--- config.mk ---
export PLATFORM = sky130hd
export DESIGN_NAME = nand_page_reader
export DESIGN_NICKNAME = d
export VERILOG_FILES = /design/src/rtl/nand_page_reader.sv
export SDC_FILE = /design/constraint.sdc
export NUM_CORES = 1
export LEC_CHECK = 0
export CELL_PAD_IN_SITES_DETAIL_PLACEMENT = 1
export CELL_PAD_IN_SITES_GLOBAL_PLACEMENT = 2
export CORE_MARGIN = 8
export CORE_UTILIZATION = 46
export DETAILED_ROUTE_END_ITERATION = 16
export PLACE_DENSITY_LB_ADDON = 0.1
export SYNTH_ARGS = -nofsm -noshare
export SYNTH_HDL_FRONTEND = slang
export SYNTH_SLANG_ARGS = --single-unit
--- constraint.sdc ---
create_clock -name clk -period 9.09 [get_ports clk]
set_input_delay 1.3635 -clock clk [delete_from_list [all_inputs] [get_ports clk]]
set_output_delay 1.3635 -clock clk [all_outputs]
set_load 0.005 [all_outputs]
--- src/rtl/nand_page_reader.sv ---
// Page-read sequencer in front of nand_master: loads the address bytes, issues
// READ_PAGE, fetches the page one GET_DATA at a time into a small FIFO and
// streams it out over a valid/ready interface.
module nand_page_reader #(
    parameter int unsigned ADDR_BYTES     = 5,
    parameter int unsigned PAGE_BYTES     = 2048,
    parameter int unsigned FIFO_DEPTH     = 16,
    parameter logic [7:0]  CMD_SET_ADDR   = 8'h05,
    parameter logic [7:0]  CMD_READ_PAGE  = 8'h0A,
    parameter logic [7:0]  CMD_GET_DATA   = 8'h0C,
    parameter int unsigned TIMEOUT_CYCLES = 65535
) (
    input  logic                    clk,
    input  logic                    nreset,
    input  logic                    req_valid,
    output logic                    req_ready,
    input  logic [8*ADDR_BYTES-1:0] req_addr,
    output logic                    out_valid,
    input  logic                    out_ready,
    output logic [7:0]              out_data,
    output logic                    out_last,
    output logic                    done,
    output logic                    error,
    output logic                    n_activate,
    output logic [7:0]              n_cmd_in,
    output logic [7:0]              n_data_in,
    input  logic [7:0]              n_data_out,
    input  logic                    n_busy
);

    localparam int unsigned IW = (ADDR_BYTES > 1) ? $clog2(ADDR_BYTES) : 1;
    localparam int unsigned PW = (PAGE_BYTES > 1) ? $clog2(PAGE_BYTES) : 1;
    localparam int unsigned TW = (TIMEOUT_CYCLES > 1) ? $clog2(TIMEOUT_CYCLES) : 1;
    localparam int unsigned AW = (FIFO_DEPTH > 1) ? $clog2(FIFO_DEPTH) : 1;
    localparam int unsigned CW = AW + 1;

    localparam logic [IW-1:0] IdxLast     = IW'(ADDR_BYTES - 1);
    localparam logic [PW-1:0] PageLast    = PW'(PAGE_BYTES - 1);
    localparam logic [TW-1:0] TimeoutLast = TW'(TIMEOUT_CYCLES - 1);
    localparam logic [CW-1:0] FifoFull    = CW'(FIFO_DEPTH);

    typedef enum logic [2:0] {
        StIdle,
        StAddrIssue,
        StAddrWait,
        StReadIssue,
        StReadWait,
        StFetchIssue,
        StFetchWait,
        StDrain
    } state_e;

    state_e                  state_q, state_d;
    logic [8*ADDR_BYTES-1:0] addr_q, addr_d;
    logic [IW-1:0]           idx_q, idx_d;
    logic [PW-1:0]           page_cnt_q, page_cnt_d;
    logic [TW-1:0]           tcnt_q, tcnt_d;
    logic                    settle_q, settle_d;
    logic                    done_q, done_d;
    logic                    error_q, error_d;

    logic [8:0]              mem [FIFO_DEPTH];
    logic [AW-1:0]           wr_ptr_q, rd_ptr_q;
    logic [CW-1:0]           fifo_cnt_q;
    logic [8:0]              head;
    logic                    fifo_full, push, pop, flush;
    logic                    wait_st, wait_ok;

    assign fifo_full = (fifo_cnt_q == FifoFull);
    assign out_valid = (fifo_cnt_q != '0);
    assign pop       = out_valid & out_ready;
    assign head      = mem[rd_ptr_q];
    // Hide stale storage so outputs read zero while the FIFO is empty.
    assign out_data  = out_valid ? head[7:0] : 8'h00;
    assign out_last  = out_valid & head[8];
    assign req_ready = (state_q == StIdle);
    assign done      = done_q;
    assign error     = error_q;

    // Sequencer next state, activate strobe, FIFO push/flush and timeout.
    always_comb begin
        state_d    = state_q;
        addr_d     = addr_q;
        idx_d      = idx_q;
        page_cnt_d = page_cnt_q;
        tcnt_d     = tcnt_q;
        settle_d   = 1'b0;
        done_d     = 1'b0;
        error_d    = 1'b0;
        n_activate = 1'b0;
        push       = 1'b0;
        flush      = 1'b0;

        wait_st = (state_q == StAddrWait) || (state_q == StReadWait) ||
                  (state_q == StFetchWait);
        // The first wait cycle is skipped: nand_master raises busy one cycle late.
        wait_ok = wait_st && !settle_q && !n_busy;

        if (wait_st && !settle_q && n_busy) begin
            if (tcnt_q == TimeoutLast) begin
                error_d = 1'b1;
                flush   = 1'b1;
                state_d = StIdle;
            end else begin
                tcnt_d = tcnt_q + 1'b1;
            end
        end

        unique case (state_q)
            StIdle: begin
                if (req_valid) begin
                    addr_d  = req_addr;
                    idx_d   = '0;
                    state_d = StAddrIssue;
                end
            end
            StAddrIssue: begin
                if (!n_busy) begin
                    n_activate = 1'b1;
                    state_d    = StAddrWait;
                end
            end
            StAddrWait: begin
                if (wait_ok) begin
                    if (idx_q == IdxLast) begin
                        state_d = StReadIssue;
                    end else begin
                        idx_d   = idx_q + 1'b1;
                        state_d = StAddrIssue;
                    end
                end
            end
            StReadIssue: begin
                if (!n_busy) begin
                    n_activate = 1'b1;
                    state_d    = StReadWait;
                end
            end
            StReadWait: begin
                if (wait_ok) begin
                    page_cnt_d = '0;
                    state_d    = StFetchIssue;
                end
            end
            StFetchIssue: begin
                // Only one GET_DATA in flight and a free slot reserved for it.
                if (!n_busy && !fifo_full) begin
                    n_activate = 1'b1;
                    state_d    = StFetchWait;
                end
            end
            StFetchWait: begin
                if (wait_ok) begin
                    push = 1'b1;
                    if (page_cnt_q == PageLast) begin
                        state_d = StDrain;
                    end else begin
                        page_cnt_d = page_cnt_q + 1'b1;
                        state_d    = StFetchIssue;
                    end
                end
            end
            StDrain: begin
                if ((fifo_cnt_q == '0) || ((fifo_cnt_q == CW'(1)) && pop)) begin
                    done_d  = 1'b1;
                    state_d = StIdle;
                end
            end
            default: state_d = StIdle;
        endcase

        if (n_activate) begin
            settle_d = 1'b1;
            tcnt_d   = '0;
        end
    end

    // Command and address byte are a function of the phase, so they hold from
    // the activate strobe until the matching wait completes.
    always_comb begin
        n_cmd_in  = 8'h00;
        n_data_in = 8'h00;
        unique case (state_q)
            StAddrIssue, StAddrWait: begin
                n_cmd_in  = CMD_SET_ADDR;
                n_data_in = addr_q[8*idx_q +: 8];
            end
            StReadIssue, StReadWait:   n_cmd_in = CMD_READ_PAGE;
            StFetchIssue, StFetchWait: n_cmd_in = CMD_GET_DATA;
            default: ;
        endcase
    end

    // Sequencer state registers.
    always_ff @(posedge clk or negedge nreset) begin
        if (!nreset) begin
            state_q    <= StIdle;
            addr_q     <= '0;
            idx_q      <= '0;
            page_cnt_q <= '0;
            tcnt_q     <= '0;
            settle_q   <= 1'b0;
            done_q     <= 1'b0;
            error_q    <= 1'b0;
        end else begin
            state_q    <= state_d;
            addr_q     <= addr_d;
            idx_q      <= idx_d;
            page_cnt_q <= page_cnt_d;
            tcnt_q     <= tcnt_d;
            settle_q   <= settle_d;
            done_q     <= done_d;
            error_q    <= error_d;
        end
    end

    // FIFO storage; entry bit 8 marks the final byte of the page.
    always_ff @(posedge clk) begin
        if (push) begin
            mem[wr_ptr_q] <= {page_cnt_q == PageLast, n_data_out};
        end
    end

    // FIFO pointers and occupancy; a timeout discards everything queued.
    always_ff @(posedge clk or negedge nreset) begin
        if (!nreset) begin
            wr_ptr_q   <= '0;
            rd_ptr_q   <= '0;
            fifo_cnt_q <= '0;
        end else if (flush) begin
            wr_ptr_q   <= '0;
            rd_ptr_q   <= '0;
            fifo_cnt_q <= '0;
        end else begin
            if (push) wr_ptr_q <= wr_ptr_q + 1'b1;
            if (pop)  rd_ptr_q <= rd_ptr_q + 1'b1;
            fifo_cnt_q <= fifo_cnt_q + CW'(push) - CW'(pop);
        end
    end

endmodule

==> results of run 1 <==
how the worst min path moves through the flow:
| stage | start | to | slack, ps | depth (start not counted) |
|---|---|---|---|---|
| finish | addr_q[16] | addr_q[16] | 500 | 1 |
| global route | addr_q[21] | addr_q[21] | 520 | 1 |
| CTS | addr_q[16] | addr_q[16] | 510 | 1 |
| detailed placement | addr_q[16] | addr_q[16] | 490 | 1 |
| global placement | addr_q[28] | addr_q[28] | 490 | 1 |
| floorplan | tcnt_q[5] | tcnt_q[5] | 470 | 1 |
power by group through the flow:
stage	clock network, mW	logic, mW	registers, mW
floorplan	0	0.783	1.37
global placement	0	1.08	1.42
detailed placement	0	1.12	1.44
CTS	1.06	1.13	1.42
global route	1.10	1.22	1.44
finish	1.03	1.10	1.42
synthesized netlist by cell type (all sizes together) (2+ instances only):
library cell  instances
or4                  10
nor3                  7
nor2                 29
edfxtp              144
o22ai                10
mux4                 44
and4                  9
a211oi                2
a21oi                21
nand2                31
xor2                  7
a2111oi               2
o211ai                3
nor3b                 5
nand2b                6
o21bai                2
nand3                15
inv                  21
xnor2                 4
or4b                  2
nand4                 8
a31oi                 2
nor4b                 2
o21ai                11
clkbuf                7
mux2i                24
mux2                 43
nand3b                2
and2                 19
buf                  28
dfrtp                89
o31ai                11
a22oi                 8
or3                   6
nor2b                 5
a22o                  3
ha                   16
cell families (layout without fill, tap and decap cells):
family / count (synthesis) / count (layout)
compound gates: 86 / 86
mux: 111 / 111
fa+ha+maj: 17 / 17
flops: 233 / 233
xor+xnor: 11 / 11
other cells: 1 / 4
simple gates: 162 / 162
buf+inv: 57 / 153
through the flow:
stage / util, % / total power, mW / hold WS, ps
4_1_cts: 54.66 / 3.603 / 506.7
2_1_floorplan: - / 2.151 / 472.1
3_3_place_gp: 50.88 / 2.501 / 485.8
3_5_place_dp: 50.88 / 2.557 / 493.9
5_1_grt: 54.66 / 3.754 / 518.6
6_report: 54.66 / 3.546 / 500.3
cell type report:
type                            instances  area (sq um)  area share, %
Sequential cell                       233          6553          53.44
Multi-Input combinational cell        391          3607          29.42
Clock inverter                         11         113.9         0.9286
Timing Repair Buffer                   83         815.8          6.653
Inverter                               22         82.58         0.6735
Tap cell                              285         356.6          2.908
Clock buffer                           37         733.2          5.980
flip-flops by register name, indices dropped and copies added (netlist names):
signal,count
rd_ptr_q,4
tcnt_q,16
idx_q,3
done,1
fifo_cnt_q,5
mem,144
settle_q,1
error,1
state_q,3
page_cnt_q,11
addr_q,40
wr_ptr_q,4
worst max-delay path, cell delays in order:
cell,delay [ps]
clkdlybuf4s50_1,630
nand2b_1,340
nor2_1,810
clkdlybuf4s50_1,670
cell usage in the layout, fill, tap and decap left out, types with 6 or more instances in the layout:
master,count
a21oi_1,21
a22oi_1,8
and2_1,18
and4_1,9
buf_4,6
clkbuf_1,8
clkbuf_16,27
clkdlybuf4s50_1,77
dfrtp_1,88
edfxtp_1,144
ha_1,16
inv_1,21
mux2_2,43
mux2i_1,24
mux4_2,44
nand2_1,30
nand2b_1,6
nand3_1,13
nand4_1,6
nor2_1,29
nor3_1,6
o21ai_0,11
o22ai_1,10
o31ai_1,11
or3_1,6
or4_1,10
xor2_1,7
routing by layer:
metal	up-vias	part of all wire, %	track usage, %	routed length (microns)
li1	2786	-	-	-
met1	3197	41	20.90	9820
met2	122	53	32.89	12850
met3	23	4.3	3.002	1029
met4	0	1.4	4.034	345
met5	-	0	0	0
==> metrics.md, run 1 <==
| Metric | Value |
|---|---|
| Post-synth ARST share | 38.20% |
| Drt drc | 0 |
| CP endpoint | n_activate |
| Seq/Total Area, Yosys | 62.84% |
| Syn Area/Cell | 15.38 sq um |
| Reg2reg end | fifo_cnt_q[4] |
| Slew headroom | 28.63% |
| Type of the most critical hold path | reg2reg |
| Number of clock sinks | 233 |
| Peak supply drop | 0.1543 mV |
| Root Buffer | clkbuf_16 |
| Switch Pwr | 1.084 mW |
| Number of global-route vias before repair | 6,966 |
| Worst endpoint required time | 7730 ps |
| Internal power | 2.462 mW |
| Unique masters post-synth | 68 |
| Netlist Area Pre-Place | 0.01042 sq mm |
| Drt pass-1 iters | 4 |
| Row Count | 55 |
| Hold Violations, Final | 0 |
| Drt initial violations | 299 |
| Setup ws final | 3908 ps |
| Placed Instances | 1,014 |
| Post-Synth Adder-Cell Area | 2.112% |
| Die W | 166.5 microns |
| Wire per inst | 22.64 microns |
| Synth Area in XOR/XNOR | 0.9241% |
| Share of layout cells above drive strength 1 | 18.92% |
| Final std cells w/o fill | 1,062 |
| CP Max Fanout | 15 |
| Fmax achieved | 193.0 MHz |
| Final HPWL DP | 16,340 microns |
| First-pass GRT wire length | 39,230 microns |
| Run status | completed |
| Largest net degree at the start of global routing | 56 |
| Clk_lat worst skew | 520 ps |
| Final Cycle Share | 57.00% |
| Top FF cell, synth | edfxtp_1 |
| Power per cell area | 289.2 mW/mm^2 |
| Core footprint | 0.02243 sq mm |
| Number of CTS-inserted buffers | 26 |
| Die ar. | 0.02774 sq mm |
| Worst reg2reg setup slack | 5850 ps |
| Yosys warnings | 0 |
| Top cells by area, synth | edfxtp_1, dfrtp_1, mux4_2 |
| Post-synth EDFFs | 144 |
| Placer Congestion | 0.7593 |
| GRT overflow | 0 |
| Worst EP arrival | 3820 ps |
| Final wirelength | 24,050 microns |
| CP Launch Type | input pin |
| Worst Skew | 13.10 ps |
| RSZ-0062 raised after global routing | false |
| RR Startpoint | fifo_cnt_q[2] |
| Via count | 6,128 |
| IO Pins | 83 |
| Syn-to-layout area delta | 17.62% |
| Critical path capture point type | output pin |
| Min cycle time layout | 5182 ps |
| Reg2reg path depth | 14 |
| CTS H-tree depth | 1 |
| Largest area contributor in the netlist | edfxtp_1 |
| CP Launch Point | n_busy |
| Main combinational cell family by area after synthesis | multiplexers |
| GRT Total Usage | 17.64% |
| Crit Path Class | in2out |
| Max cap viols | 0 |
| Routed Antenna Nets | 0 |
| Flops & latches, synth | 233 |
| Final Max Slew Viols | 0 |
| TNS Setup | 0 ps |
| Initial core utilization | 46.47% |
| Port Buffers | 78 |
| Post-CTS Resized | 0 |
| CTS tree | yes |
| Post-Place Worst Slack | 3911 ps |
| Part of the power in registers | 39.9% |
| Synth Instances | 678 |
| Fillers | 2,136 |
| Final nets | 827 |
| Post-synthesis compound-gate area fraction | 5.677% |
| Antenna diodes | 0 |
| Clock Power Share | 29.1% |
| Die height | 166.5 microns |
| # Post-CTS Setup Buffers | 0 |
| Cell area after placement | 0.01141 sq mm |
| Clk buf depth | 3 |
| Initial antenna violation count | 0 |
| # setup viols final | 0 |
| Synth Area in Simple Gates | 9.277% |
| Least-Margin Pin Slew | 1065 ps |
| Power share of the combinational group | 31.0% |
| Sw frac | 30.56% |
| Leak | 4.492 nW |
| Clock transition at the registers of the reported paths | 50 ps |
| Post-synth top area share | 41.48% |
| Post-synthesis mux area share | 16.45% |
| Routed vias/inst | 5.770 |
| Post-route design area | 0.01226 sq mm |
| # hold bufs at CTS | 0 |
Note: power is estimated with default switching activity, not from simulation.
==> inputs of run 2 (changes only) <==
Settings changed: CORE_UTILIZATION 46 to 38.
Clock period 9.09 ns to 4.4 ns, I/O delays scaled along.
==> metrics.md, run 2 (synthesized netlist as in run 1, its figures left out) <==
| Metric | Value |
|---|---|
| Hold Violations, Final | 0 (unchanged) |
| Worst EP arrival | 2950 ps (-870 ps) |
| Max cap viols | 0 (unchanged) |
| Slew headroom | 30.63% (+2.0 points) |
| Top Registers | mem x144, addr_q x40, tcnt_q x16 |
| Part of the power in registers | 40.3% (+0.4 points) |
| CTS tree | yes |
| Cell Chain, Critical Path | inv_1, ha_1, or4b_2, nand2b_1, o22ai_1, clkdlybuf4s50_1 |
| Hold WS | 190.1 ps (-310.2 ps) |
| Drt pass-1 iters | 4 (unchanged) |
| Final nets | 831 (+0.48%) |
| Buf+Inv Stages, Crit Path | 2 (unchanged) |
| Power share of the combinational group | 30.6% (-0.4 points) |
| Fmax achieved | 276.8 MHz |
| Routed vias/inst | 5.437 (-5.8%) |
| WL met2 | 12,770 microns (-0.62%) |
| Routed Antenna Nets | 0 (unchanged) |
| Power per cell area | 597.0 mW/mm^2 (+110%) |
| Via count | 6,095 (-0.54%) |
| GRT overflow | 0 (unchanged) |
| Worst endpoint required time | 3740 ps (-3990 ps) |
| Syn-to-layout area delta | 18.78% |
| Family with the most delay on the worst path | simple AND/OR/NAND/NOR gates |
| Met1 WL | 11,080 microns (+13%) |
| Final HPWL DP | 16,760 microns (+2.6%) |
| RR Startpoint | fifo_cnt_q[3] |
| Clock Power Share | 29.2% (about the same) |
| Number of global-route vias before repair | 6,920 (-0.66%) |
| GRT Total Usage | 15.21% (-2.4 points) |
| Final wirelength | 24,950 microns (+3.8%) |
| Leak | 4.522 nW (+0.68%) |
| Port Buffers | 78 (unchanged) |
| Placer Congestion | 0.7581 (-0.16%) |
| IO Pins | 83 (unchanged) |
| Most frequent cells in the layout | edfxtp_1, dfrtp_1, clkdlybuf4s50_1, mux4_2, mux2_2 |
| Sw frac | 30.67% (+0.11 points) |
| Drt drc | 0 (unchanged) |
| Final Max Slew Viols | 0 (unchanged) |
| Clk buf depth | 3 (unchanged) |
| # setup viols final | 0 (unchanged) |
| Cell at the slowest stage of the critical path | or4b_2 |
| First-pass GRT wire length | 40,080 microns (+2.2%) |
| Share of layout cells above drive strength 1 | 19.36% (+0.44 points) |
| Initial antenna violation count | 0 (unchanged) |
| Initial core utilization | 38.68% (-7.8 points) |
| # Post-CTS Setup Buffers | 0 (unchanged) |
| TNS Setup | 0 ps (unchanged) |
| Number of clock sinks | 233 (unchanged) |
| Largest Register | mem |
| Critical path capture point type | output pin |
| Drt initial violations | 267 (-11%) |
| Commonest non-fill, non-tap cell in the layout | edfxtp_1 |
| Pwr Total | 7.393 mW (+110%) |
| CP Launch Type | flop |
| CP Max Fanout | 9 (-6) |
| # hold bufs at CTS | 0 (unchanged) |
| Root Buffer | clkbuf_16 |
| RSZ-0062 raised after global routing | false |
| Worst reg2reg setup slack | 1120 ps (-4730 ps) |
| Die height | 181.6 microns (+9.1%) |
| Antenna diodes | 0 (unchanged) |
| Least-Margin Pin Slew | 1041 ps (-24.27 ps) |
| Type of the most critical hold path | in2async |
| Clock transition at the registers of the reported paths | 60 ps (about the same) |
| Final std cells w/o fill | 1,121 (+5.6%) |
| Wire per inst | 22.26 microns (-1.7%) |
| Die W | 181.6 microns (+9.1%) |
| Reg2reg end | fifo_cnt_q[4] |
| Worst Skew | 16.41 ps (+3.313 ps) |
| Routed wl met3 | 697 microns (-32%) |
| Run status | completed |
| Final Cycle Share | 82.10% |
| Max reg flops | 144 (unchanged) |
| CTS H-tree depth | 1 (unchanged) |
| Top routing layer in use | met4 |
| Largest net degree at the start of global routing | 52 (-7.1%) |
| Clk_lat worst skew | 530 ps (about the same) |
| Internal power | 5.126 mW (+110%) |
| Die ar. | 0.03299 sq mm (+19%) |
| Switch Pwr | 2.267 mW (+110%) |
| Min cycle time layout | 3612 ps |
| Crit Path Class | reg2out |
| Number of CTS-inserted buffers | 26 (unchanged) |
| Placed Instances | 1,074 (+5.9%) |
| Reg2reg path depth | 14 (unchanged) |
| Post-CTS Resized | 0 (unchanged) |
| Row Count | 60 (+9.1%) |
| Core footprint | 0.02695 sq mm (+20%) |
| Peak supply drop | 0.2885 mV (+87%) |
| Max stage delay on crit path | 730 ps (-80 ps) |
-- run 2: per-stage QoR --
step           area [sq um]  utilization (%)  setup WS, ps
2_1_floorplan         10440                -          1470
3_3_place_gp          11530            42.77         987.8
3_5_place_dp          11530            42.77         870.6
4_1_cts               12380            45.95         753.2
5_1_grt               12380            45.95         652.7
6_report              12380            45.95         787.6
-- run 2: area by class of cell --
type,count,area (sq um)
Clock buffer,31,689.4
Clock inverter,16,166.4
Fill cell,2659,14570
Inverter,22,82.58
Multi-Input combinational cell,391,3607
Sequential cell,233,6553
Tap cell,341,426.7
Timing Repair Buffer,87,858.3
-- run 2: metal layers --
layer	track usage [%]	vias up
li1	-	2797
met1	19.29	3189
met2	27.16	77
met3	2.395	32
met4	2.985	0
met5	0	-
-- run 2: worst max-delay path by stage --
stage                   from             to  slack [ps]  cells past startpoint
2_1_floorplan  fifo_cnt_q[3]  fifo_cnt_q[4]        1470                     15
3_3_place_gp          n_busy  fifo_cnt_q[4]         990                     13
3_5_place_dp          n_busy  fifo_cnt_q[4]         870                     13
6_report       fifo_cnt_q[3]    out_data[5]         790                      6
4_1_cts        fifo_cnt_q[3]    out_data[5]         750                      6
5_1_grt        fifo_cnt_q[3]    out_data[5]         650                      6
-- run 2: power groups by stage --
stage                     logic, mW  clock network, mW  registers (mW)
after global placement         2.24                  0            3.00
after global routing           2.48               2.30            3.03
after CTS                      2.31               2.22            2.98
after detailed placement       2.30                  0            3.02
after floorplan                1.62                  0            2.83
final                          2.26               2.16            2.98
